==> config.mk <==
export PLATFORM = sky130hd
export DESIGN_NAME = normalizer
export DESIGN_NICKNAME = d
export VERILOG_FILES = /design/src/rtl/normalizer_pkg.sv /design/src/rtl/norm_divider.sv /design/src/rtl/normalizer.sv
export SDC_FILE = /design/constraint.sdc
export NUM_CORES = 2
export LEC_CHECK = 0
export ABC_AREA = 1
export CELL_PAD_IN_SITES_DETAIL_PLACEMENT = 1
export CELL_PAD_IN_SITES_GLOBAL_PLACEMENT = 1
export CORE_ASPECT_RATIO = 0.7
export CORE_MARGIN = 1.5
export CORE_UTILIZATION = 30
export CTS_BUF_LIST = sky130_fd_sc_hd__clkbuf_4 sky130_fd_sc_hd__clkbuf_8
export CTS_CLUSTER_SIZE = 14
export DETAILED_ROUTE_END_ITERATION = 6
export GPL_TIMING_DRIVEN = 1
export PLACE_DENSITY_LB_ADDON = 0.08
export SLEW_MARGIN = 20
export SYNTH_ARGS = -nofsm -noshare
export SYNTH_HDL_FRONTEND = slang
export SYNTH_SLANG_ARGS = --single-unit
==> constraint.sdc <==
create_clock -name clk -period 7.3 [get_ports clk]
set_input_delay 1.46 -clock clk [delete_from_list [all_inputs] [get_ports clk]]
set_output_delay 1.46 -clock clk [all_outputs]
set_load 0.1 [all_outputs]
==> src/rtl/normalizer_pkg.sv <==
// Shared state encoding and width helpers for the psum row normaliser.
package normalizer_pkg;

  typedef enum logic [1:0] {
    IDLE,
    SUM,
    DIV,
    OUT
  } state_t;

  function automatic int frac_w(input int w_out);
    return w_out - 1;
  endfunction

  function automatic int sum_w(input int bw_psum, input int col);
    return bw_psum + $clog2(2 * col);
  endfunction

  function automatic int div_w(input int bw_psum, input int w_out);
    return bw_psum + frac_w(w_out);
  endfunction

endpackage

==> src/rtl/norm_divider.sv <==
// Sequential restoring unsigned divider: one quotient bit per cycle, W_OUT cycles.
module norm_divider #(
  parameter int DIV_W = 31,
  parameter int SUM_W = 20,
  parameter int W_OUT = 16
) (
  input  logic             clk,
  input  logic             reset,
  input  logic             start,
  input  logic [DIV_W-1:0] dividend,
  input  logic [SUM_W-1:0] divisor,
  output logic [W_OUT-1:0] quotient,
  output logic             done
);
  localparam int CW = $clog2(W_OUT + 1);

  logic [SUM_W-1:0] rem, rem_in, rem_out;
  logic [W_OUT-1:0] sh_in, sh_out;
  logic [SUM_W:0]   trial;
  logic             ge;
  logic [CW-1:0]    left;

  // Dividend bits above W_OUT are pre-loaded as the partial remainder; this is
  // exact because the caller guarantees dividend >> W_OUT < divisor.
  always_comb begin
    rem_in  = start ? SUM_W'(dividend >> W_OUT) : rem;
    sh_in   = start ? dividend[W_OUT-1:0] : quotient;
    trial   = {rem_in, sh_in[W_OUT-1]};
    ge      = (trial >= {1'b0, divisor});
    rem_out = ge ? SUM_W'(trial - {1'b0, divisor}) : trial[SUM_W-1:0];
    sh_out  = {sh_in[W_OUT-2:0], ge};
  end

  always_ff @(posedge clk) begin
    if (reset) begin
      rem      <= '0;
      quotient <= '0;
      left     <= '0;
      done     <= 1'b0;
    end else begin
      done <= 1'b0;
      if (start) begin
        rem      <= rem_out;
        quotient <= sh_out;
        left     <= CW'(W_OUT - 1);
        done     <= (W_OUT == 1);
      end else if (left != '0) begin
        rem      <= rem_out;
        quotient <= sh_out;
        left     <= left - 1'b1;
        done     <= (left == CW'(1));
      end
    end
  end

endmodule

==> src/rtl/normalizer.sv <==
// Normalises two captured psum rows by their joint absolute sum and streams
// the signed Q(W_OUT-1) ratios out one column per cycle.
module normalizer #(
  parameter int BW_PSUM = 16,
  parameter int COL     = 8,
  parameter int W_OUT   = BW_PSUM
) (
  input  logic                           clk,
  input  logic                           reset,
  input  logic                           s_valid_1,
  input  logic                           s_valid_2,
  input  logic [COL-1:0][BW_PSUM-1:0]    psum_1,
  input  logic [COL-1:0][BW_PSUM-1:0]    psum_2,
  output logic signed [W_OUT-1:0]        psum_norm_1,
  output logic signed [W_OUT-1:0]        psum_norm_2,
  output logic                           norm_valid
);
  import normalizer_pkg::*;

  localparam int FRAC  = frac_w(W_OUT);
  localparam int SUM_W = sum_w(BW_PSUM, COL);
  localparam int DIV_W = div_w(BW_PSUM, W_OUT);
  localparam int CIW   = (COL > 1) ? $clog2(COL) : 1;
  localparam int OIW   = $clog2(COL + 1);

  state_t                      state;
  logic                        have_1, have_2;
  logic [COL-1:0][BW_PSUM-1:0] buf_1, buf_2;
  logic [SUM_W-1:0]            total, sum_all;
  logic [CIW-1:0]              col, div_col;
  logic [OIW-1:0]              oidx;
  logic                        launch, start, col_done, last;
  logic [DIV_W-1:0]            dividend_1, dividend_2;
  logic [W_OUT-1:0]            quotient_1, quotient_2, fin_1, fin_2;
  logic                        done_1, done_2;
  logic [W_OUT-1:0]            res_1 [COL];
  logic [W_OUT-1:0]            res_2 [COL];

  function automatic logic [BW_PSUM-1:0] mag(input logic [BW_PSUM-1:0] p);
    return p[BW_PSUM-1] ? (~p + 1'b1) : p;
  endfunction

  // Quotient can only reach 2^FRAC when |p| == total, so its MSB flags saturation.
  function automatic logic [W_OUT-1:0] shape(input logic [W_OUT-1:0] q, input logic neg);
    logic [W_OUT-1:0] m;
    m = q[W_OUT-1] ? {1'b0, {(W_OUT-1){1'b1}}} : q;
    return neg ? (~m + 1'b1) : m;
  endfunction

  always_comb begin
    sum_all = '0;
    for (int unsigned i = 0; i < COL; i++)
      sum_all = sum_all + SUM_W'(mag(buf_1[i])) + SUM_W'(mag(buf_2[i]));
  end

  // Next column is launched on the same edge the previous one is stored.
  always_comb begin
    col_done   = done_1 & done_2;
    last       = (col == CIW'(COL - 1));
    div_col    = (col_done && !last) ? col + 1'b1 : col;
    start      = (state == DIV) && (launch || (col_done && !last));
    dividend_1 = {mag(buf_1[div_col]), {FRAC{1'b0}}};
    dividend_2 = {mag(buf_2[div_col]), {FRAC{1'b0}}};
    fin_1      = (total == '0) ? '0 : shape(quotient_1, buf_1[col][BW_PSUM-1]);
    fin_2      = (total == '0) ? '0 : shape(quotient_2, buf_2[col][BW_PSUM-1]);
  end

  norm_divider #(.DIV_W(DIV_W), .SUM_W(SUM_W), .W_OUT(W_OUT)) u_div_1 (
    .clk(clk), .reset(reset), .start(start), .dividend(dividend_1),
    .divisor(total), .quotient(quotient_1), .done(done_1)
  );

  norm_divider #(.DIV_W(DIV_W), .SUM_W(SUM_W), .W_OUT(W_OUT)) u_div_2 (
    .clk(clk), .reset(reset), .start(start), .dividend(dividend_2),
    .divisor(total), .quotient(quotient_2), .done(done_2)
  );

  always_ff @(posedge clk) begin
    if (reset) begin
      state       <= IDLE;
      have_1      <= 1'b0;
      have_2      <= 1'b0;
      buf_1       <= '0;
      buf_2       <= '0;
      total       <= '0;
      col         <= '0;
      oidx        <= '0;
      launch      <= 1'b0;
      norm_valid  <= 1'b0;
      psum_norm_1 <= '0;
      psum_norm_2 <= '0;
      for (int unsigned i = 0; i < COL; i++) begin
        res_1[i] <= '0;
        res_2[i] <= '0;
      end
    end else begin
      case (state)
        IDLE: begin
          if (s_valid_1) begin
            buf_1  <= psum_1;
            have_1 <= 1'b1;
          end
          if (s_valid_2) begin
            buf_2  <= psum_2;
            have_2 <= 1'b1;
          end
          if ((have_1 || s_valid_1) && (have_2 || s_valid_2))
            state <= SUM;
        end
        SUM: begin
          total  <= sum_all;
          col    <= '0;
          launch <= 1'b1;
          state  <= DIV;
        end
        DIV: begin
          launch <= 1'b0;
          if (col_done) begin
            res_1[col] <= fin_1;
            res_2[col] <= fin_2;
            if (last) begin
              state       <= OUT;
              norm_valid  <= 1'b1;
              psum_norm_1 <= (col == '0) ? fin_1 : res_1[0];
              psum_norm_2 <= (col == '0) ? fin_2 : res_2[0];
              oidx        <= OIW'(1);
            end else begin
              col <= col + 1'b1;
            end
          end
        end
        OUT: begin
          if (oidx == OIW'(COL)) begin
            norm_valid  <= 1'b0;
            psum_norm_1 <= '0;
            psum_norm_2 <= '0;
            have_1      <= 1'b0;
            have_2      <= 1'b0;
            state       <= IDLE;
          end else begin
            psum_norm_1 <= res_1[CIW'(oidx)];
            psum_norm_2 <= res_2[CIW'(oidx)];
            oidx        <= oidx + 1'b1;
          end
        end
        default: state <= IDLE;
      endcase
    end
  end

endmodule

# Word level (Yosys, flattened, before mapping)
# Memory sizes are Yosys's and may differ from the RTL's. A register that Yosys moved wholly into a read port is not among the register bits.
# Cells that the tools add are included.
[word_totals]
regBits = 405
mem_bits_rw = 256
out_inout_bits = 33
n_memories = 2
[memory_table]
columns = ["name", "depth", "width", "rd", "rd_ports_with_merged_regs", "write_ports", "line_no", "source"]
rows = [
  ["res_1", 8, 16, 2, 1, 8, "normalizer.sv:36", "logic [W_OUT-1:0] res_1 [COL];"],
  ["res_2", 8, 16, 2, 1, 8, "normalizer.sv:37", "logic [W_OUT-1:0] res_2 [COL];"],
]
[op_classes]
add_sub_neg = 41
magnitude_cmp = 4
eq_ne = 15
n_mux = 98
bitwise_logic = 23
n_reduce_logical = 31
[ops]
columns = ["op", "count"]
rows = [
  ["16-bit two-way mux", 42],
  ["16-bit by 1-bit adder with 16-bit output, second input constant", 20],
  ["16-bit inverter", 18],
  ["20-bit by 16-bit adder with 20-bit output", 11],
  ["16-bit binary-select mux with 3-bit select", 4],
  ["20-bit two-way mux", 8],
  ["16-bit case mux with 2 select lines", 2],
  ["21-bit by 20-bit greater-or-equal comparator with 1-bit output", 2],
  ["20-bit subtractor", 2],
  ["15-bit inverter with 16-bit output", 2],
  ["16-bit OR reduction", 2],
  ["15-bit two-way mux", 2],
  ["4-bit two-way mux", 7],
  ["3-bit two-way mux", 9],
  ["19-bit by 16-bit adder with 20-bit output", 1],
  ["20-bit zero test", 1],
  ["18-bit by 16-bit adder with 19-bit output", 1],
  ["17-bit by 16-bit adder with 18-bit output", 1],
  ["16-bit by 16-bit adder with 17-bit output", 1],
  ["2-bit != test, second input constant", 8],
  ["1-bit two-way mux", 13],
  ["3-bit AND reduction", 4],
  ["4-bit AND reduction", 3],
  ["5-bit by 1-bit == test with 1-bit output, second input constant", 2],
  ["other kinds (25)", 46],
]

# Logic depth before layout (Yosys ltp)
[depth]
word_depth = 18
mapped_depth = 37
depth_no_buf = 35

# Hierarchy
# A second synthesis with hierarchy kept.
[unflattened]
cells_unflattened = 6204
hier_area_um2 = 45489.9
[modules_own_cells]
columns = ["mod", "instances", "cells_per_inst", "area_per_inst_um2", "seq_area_each_um2"]
rows = [
  ["normalizer", 1, 4973, 38373.1, 14173.6],
  ["norm_divider (u_div_2)", 1, 619, 3562.2, 840.8],
  ["norm_divider (u_div_1)", 1, 612, 3554.7, 840.8],
]

# Worst setup path after synthesis
# No wires, ideal clock.
[synth_path]
path_kind = "register to register"
from = "reg buf_1[47] (netlist name)"
to = "reg total[16]"
setup_ns = 0.116
arrival_time_ns = 6.445
setup_slack_ns = 0.739
stages_incl_launch_ff = 29
n_path_buf = 2
cell_sequence = "dfxtp_1 -> clkbuf_1 -> inv_1 -> clkbuf_1 -> or2_2 -> xor2_1 -> inv_1 -> fa_1 -> fa_1 -> fa_1 -> fa_1 -> fa_1 -> inv_1 -> fa_1 -> ha_1 -> inv_1 -> fa_1 -> o21ai_0 -> nand2_1 -> nand2_1 -> a21oi_1 -> o21ai_0 -> a21boi_0 -> o21ai_0 -> nand2_1 -> nand3_1 -> nand3_1 -> o211ai_1 -> inv_1"
[synth_via]
elab_chain_len = 15
[synth_rtl]
columns = ["element", "line_no", "source"]
rows = [
  ["start, declared", "normalizer.sv:28", "logic [COL-1:0][BW_PSUM-1:0] buf_1, buf_2;"],
  ["start signal, assigned", "normalizer.sv:100", "buf_1 <= psum_1;"],
  ["16-bit inverter", "normalizer.sv:40", "return p[BW_PSUM-1] ? (~p + 1'b1) : p;"],
  ["16-bit by 1-bit adder with 16-bit output", "normalizer.sv:40", ""],
  ["16-bit two-way mux *", "normalizer.sv:40", ""],
  ["19-bit by 16-bit adder with 20-bit output *", "normalizer.sv:53", "sum_all = sum_all + SUM_W'(mag(buf_1[i])) + SUM_W'(mag(buf_2[i]));"],
  ["20-bit by 16-bit adder with 20-bit output * (11 in a row)", "normalizer.sv:53", ""],
  ["end signal, assigned", "normalizer.sv:111", "total <= sum_all;"],
  ["end, declared", "normalizer.sv:29", "logic [SUM_W-1:0] total, sum_all;"],
]
# Every way passes the cells marked *; elsewhere a longest branch is shown, timed or not.
# A chain may end at the register's enable or synchronous reset.

# Worst setup path in the final report
[layout_path]
from = "reg buf_2[16] (netlist name)"
to = "reg total[17]"
[layout_via]
elab_chain_len = 16
[layout_rtl]
columns = ["element", "line_no", "source"]
rows = [
  ["start, declared", "normalizer.sv:28", ""],
  ["start signal, assigned", "normalizer.sv:104", "buf_2 <= psum_2;"],
  ["16-bit inverter", "normalizer.sv:40", ""],
  ["16-bit by 1-bit adder with 16-bit output", "normalizer.sv:40", ""],
  ["16-bit two-way mux *", "normalizer.sv:40", ""],
  ["18-bit by 16-bit adder with 19-bit output *", "normalizer.sv:53", ""],
  ["19-bit by 16-bit adder with 20-bit output *", "normalizer.sv:53", ""],
  ["20-bit by 16-bit adder with 20-bit output * (11 in a row)", "normalizer.sv:53", ""],
]
# Marked as above.

==> impl_metrics.ini <==
[placement]
placed_cell_area_um2 = 49400
hpwl_mm = 156
gp_congestion = 0.984
io_buffers = 292
placedCellCount = 7832

[timing]
relSlewSlack_pct = 20.9
period_share_pct = 95.6
skew_ps = 84.1
finalMaxSlewViolations = 0
hold_viol = 0
finalCriticalPeriod_ps = 6980
setup_violations = 0
worst_pin_slew_ps = 1180
max_freq_mhz = 143
fin_setup_tns_ps = 0

[worst_setup_path]
crit_path_max_fanout = 5
crit_type = reg -> reg
critPathCapture = total[17]$_SDFFE_PP0N_
cp-start-kind = flop
cp.arrival_ps = 7810
required_ps = 8130
slowest_stage = fa_2
critical-path-max-stage-delay_ps = 690
rrSetupSlack_ps = 320
r2r_end = total[17]$_SDFFE_PP0N_
reg2regPathDepth = 30
worstSetupStartpoint = buf_2[16]$_SDFFE_PP0P_
endpoint_kind = flop
crit_path_frequent_cell = inv_1
rr_startpoint = buf_2[16]$_SDFFE_PP0P_

[logic_synthesis]
synth-main-ff-cell = dfxtp_1
synth_cell_types = 58
synthCells = 5691
synth.net_count = 6276
syn_avg_cell_area_um2 = 7.69
synth_edf_count = 256
ys_warn_count = 0
synth_top_area_share_pct = 18.7
yosysTopAreaCell = dfxtp_1
synthTopCellsByArea = dfxtp_1 19%, edfxtp_1 18%, fa_1 10%
async_flop_share_pct = 0
synthesis.area_um2 = 43800
ys_ff_latch = 664
ys_seq_area_share_pct = 36.2

[global_routing]
grt_util_met1_pct = 42.2
grt_pass1_wl_mm = 297
grt_busiest_layer = met1
grtUsageTotal_pct = 27.5
antenna_found_initial = 13
use_met2_pct = 38.0
met3_usage_pct = 7.53
grt_max_degree = 143
grt_overflow_total = 0
grt_pass1_vias = 41700

[clocking]
cts_hold_buf = 0
cts.reportedPaths.clkPinSlew_ps = 70
clockBufferDepth = 3
root_buffer = clkbuf_8
cts_sinks = 664
cts_buffers = 119
tritoncts = done
htreeDepth = 3
clk_latency_ps = 930

[finish]
final_cell_area_um2 = 52400
nets = 6578
area_growth_pct = 19.8
layout-drive-gt1-share_pct = 9.22
nFillCells = 17600
fin_cells = 8060

[floorplanning]
rows = 117
dieArea_um2 = 148000
core_um2 = 145000
die_w_um = 460
initial_utilization_pct = 30.2
pin_count = 293
dieHeight_um = 323

[min_path]
min_path_type = reg -> reg

[drt]
ant_nets = 0
finalWirelength_mm = 205
drt_first_pass_iters = 5
drc = 0
drt-wirelength-per-cell_um = 25.5
drt-initial-drc-count = 3633
avgViaCountPerCell = 5.16
vias = 41600

[outcome]
status = finished clean

[job]
cap_violations = 0
[sequential cells by signal (all words and copies together) (netlist names), named ones only]
register and count:
buf_1 128, u_div_1.quotient 16, u_div_1.done 1, psum_norm_2 16, col 3, psum_norm_1 16, total 20, norm_valid 1
u_div_1.rem 20, u_div_2.rem 20, buf_2 128, state 2, res_2 128, have_2 1, have_1 1, res_1 128
u_div_2.quotient 16, u_div_2.left 5, u_div_2.done 1, u_div_1.left 5, launch 1, oidx 4
[worst min-delay path by stage]
stage,startpoint,to,slack [ps],cells after the start
6_report,have_2$_SDFFE_PP0P_,have_2$_SDFFE_PP0P_,470,2
5_1_grt,norm_valid$_SDFFE_PP0P_,norm_valid$_SDFFE_PP0P_,510,1
4_1_cts,have_2$_SDFFE_PP0P_,have_2$_SDFFE_PP0P_,470,2
3_5_place_dp,norm_valid$_SDFFE_PP0P_,norm_valid$_SDFFE_PP0P_,460,1
3_3_place_gp,have_2$_SDFFE_PP0P_,have_2$_SDFFE_PP0P_,450,2
2_1_floorplan,have_2$_SDFFE_PP0P_,have_2$_SDFFE_PP0P_,440,2
[cell families (layout without fill, tap and decap cells)]
kind of cell               Yosys count  after routing  share of synthesized area, %
AOI/OAI and AO/OA                 1183           1183                          15.1
DFF                                664            664                          36.2
other                                0              4                             0
adders and majority gates          325            325                          13.1
buffers and inverters              954           1356                          8.57
xor gates and xnor gates           266            266                          5.32
and+or+nand+nor                   2299           2299                          21.7
[cells in the final DEF, fill, tap and decap left out, types with 71 or more instances in the layout]
cell type and n:
a21oi_1 335, nand2_1 795, o21ai_0 557, nand3_1 268, clkbuf_8 128, edfxtp_1 256, xor2_1 184, fa_1 212
nor3_1 71, nor2_1 1000, clkdlybuf4s50_1 290, dfxtp_1 402, buf_4 185, xnor2_1 77, inv_1 599, ha_1 101
[final cells by class]
| type | count | area (um2) | area share (%) |
|---|---|---|---|
| Inverter | 650 | 2450 | 4.67 |
| Clock buffer | 169 | 2070 | 3.95 |
| Antenna cell | 4 | 10.0 | 0.0191 |
| Timing Repair Buffer | 485 | 4480 | 8.54 |
| Clock inverter | 52 | 520 | 0.993 |
| Sequential cell | 664 | 15900 | 30.3 |
| Multi-Input combinational cell | 4073 | 24600 | 46.9 |
| Tap cell | 1963 | 2460 | 4.68 |
[cells in the mapped netlist, types with 21 or more instances]
master	instances
a31oi_1	49
inv_1	606
o211ai_1	61
nor2_1	1005
clkinv_1	28
xnor2_1	78
o21ai_0	562
nand4_1	35
clkbuf_1	246
nor3_1	95
xor2_1	188
buf_2	26
ha_1	103
fa_1	222
nand3_1	268
o221ai_1	57
dfxtp_1	408
nor3b_1	22
nor4_1	21
edfxtp_1	256
a21oi_1	336
o21ai_1	36
nand2_1	801
[routing by layer]
| metal | vias to the layer above | share of wire (%) |
|---|---|---|
| li1 | 19300 | - |
| met1 | 20900 | 50 |
| met2 | 1262 | 39 |
| met3 | 188 | 8.7 |
| met4 | 2 | 1.7 |
| met5 | - | 0.0058 |
[worst max-delay path, delay by kind of cell, from the launching register on]
kind | cells | cell delay, ps
fa+ha+maj | 8 | 3910
simple gates | 12 | 1530
compound gates | 4 | 590
flops | 1 | 380
buf+inv | 5 | 320
xor+xnor | 1 | 150
[repair_timing]
action                                 4_1_cts  5_1_grt
setup endpoints to repair                    1        8
gates resized for setup                      1       82
setup buffers                                0        3
endpoints found under the hold margin        0        0
pin swaps                                    0       14
[stage by stage]
| step | worst slack, ps | util, % | hold slack [ps] |
|---|---|---|---|
| finish | 319 | 36.1 | 467 |
| global route | -5.74 | 36.1 | 511 |
| CTS | 83.4 | 35.9 | 467 |
| detailed placement | 123 | 34.1 | 459 |
| global placement | 170 | 34.1 | 448 |
| floorplan | 739 | - | 439 |
Power is not shown: default switching activity piles up to over one toggle a cycle in this logic, so the estimate is an artifact.
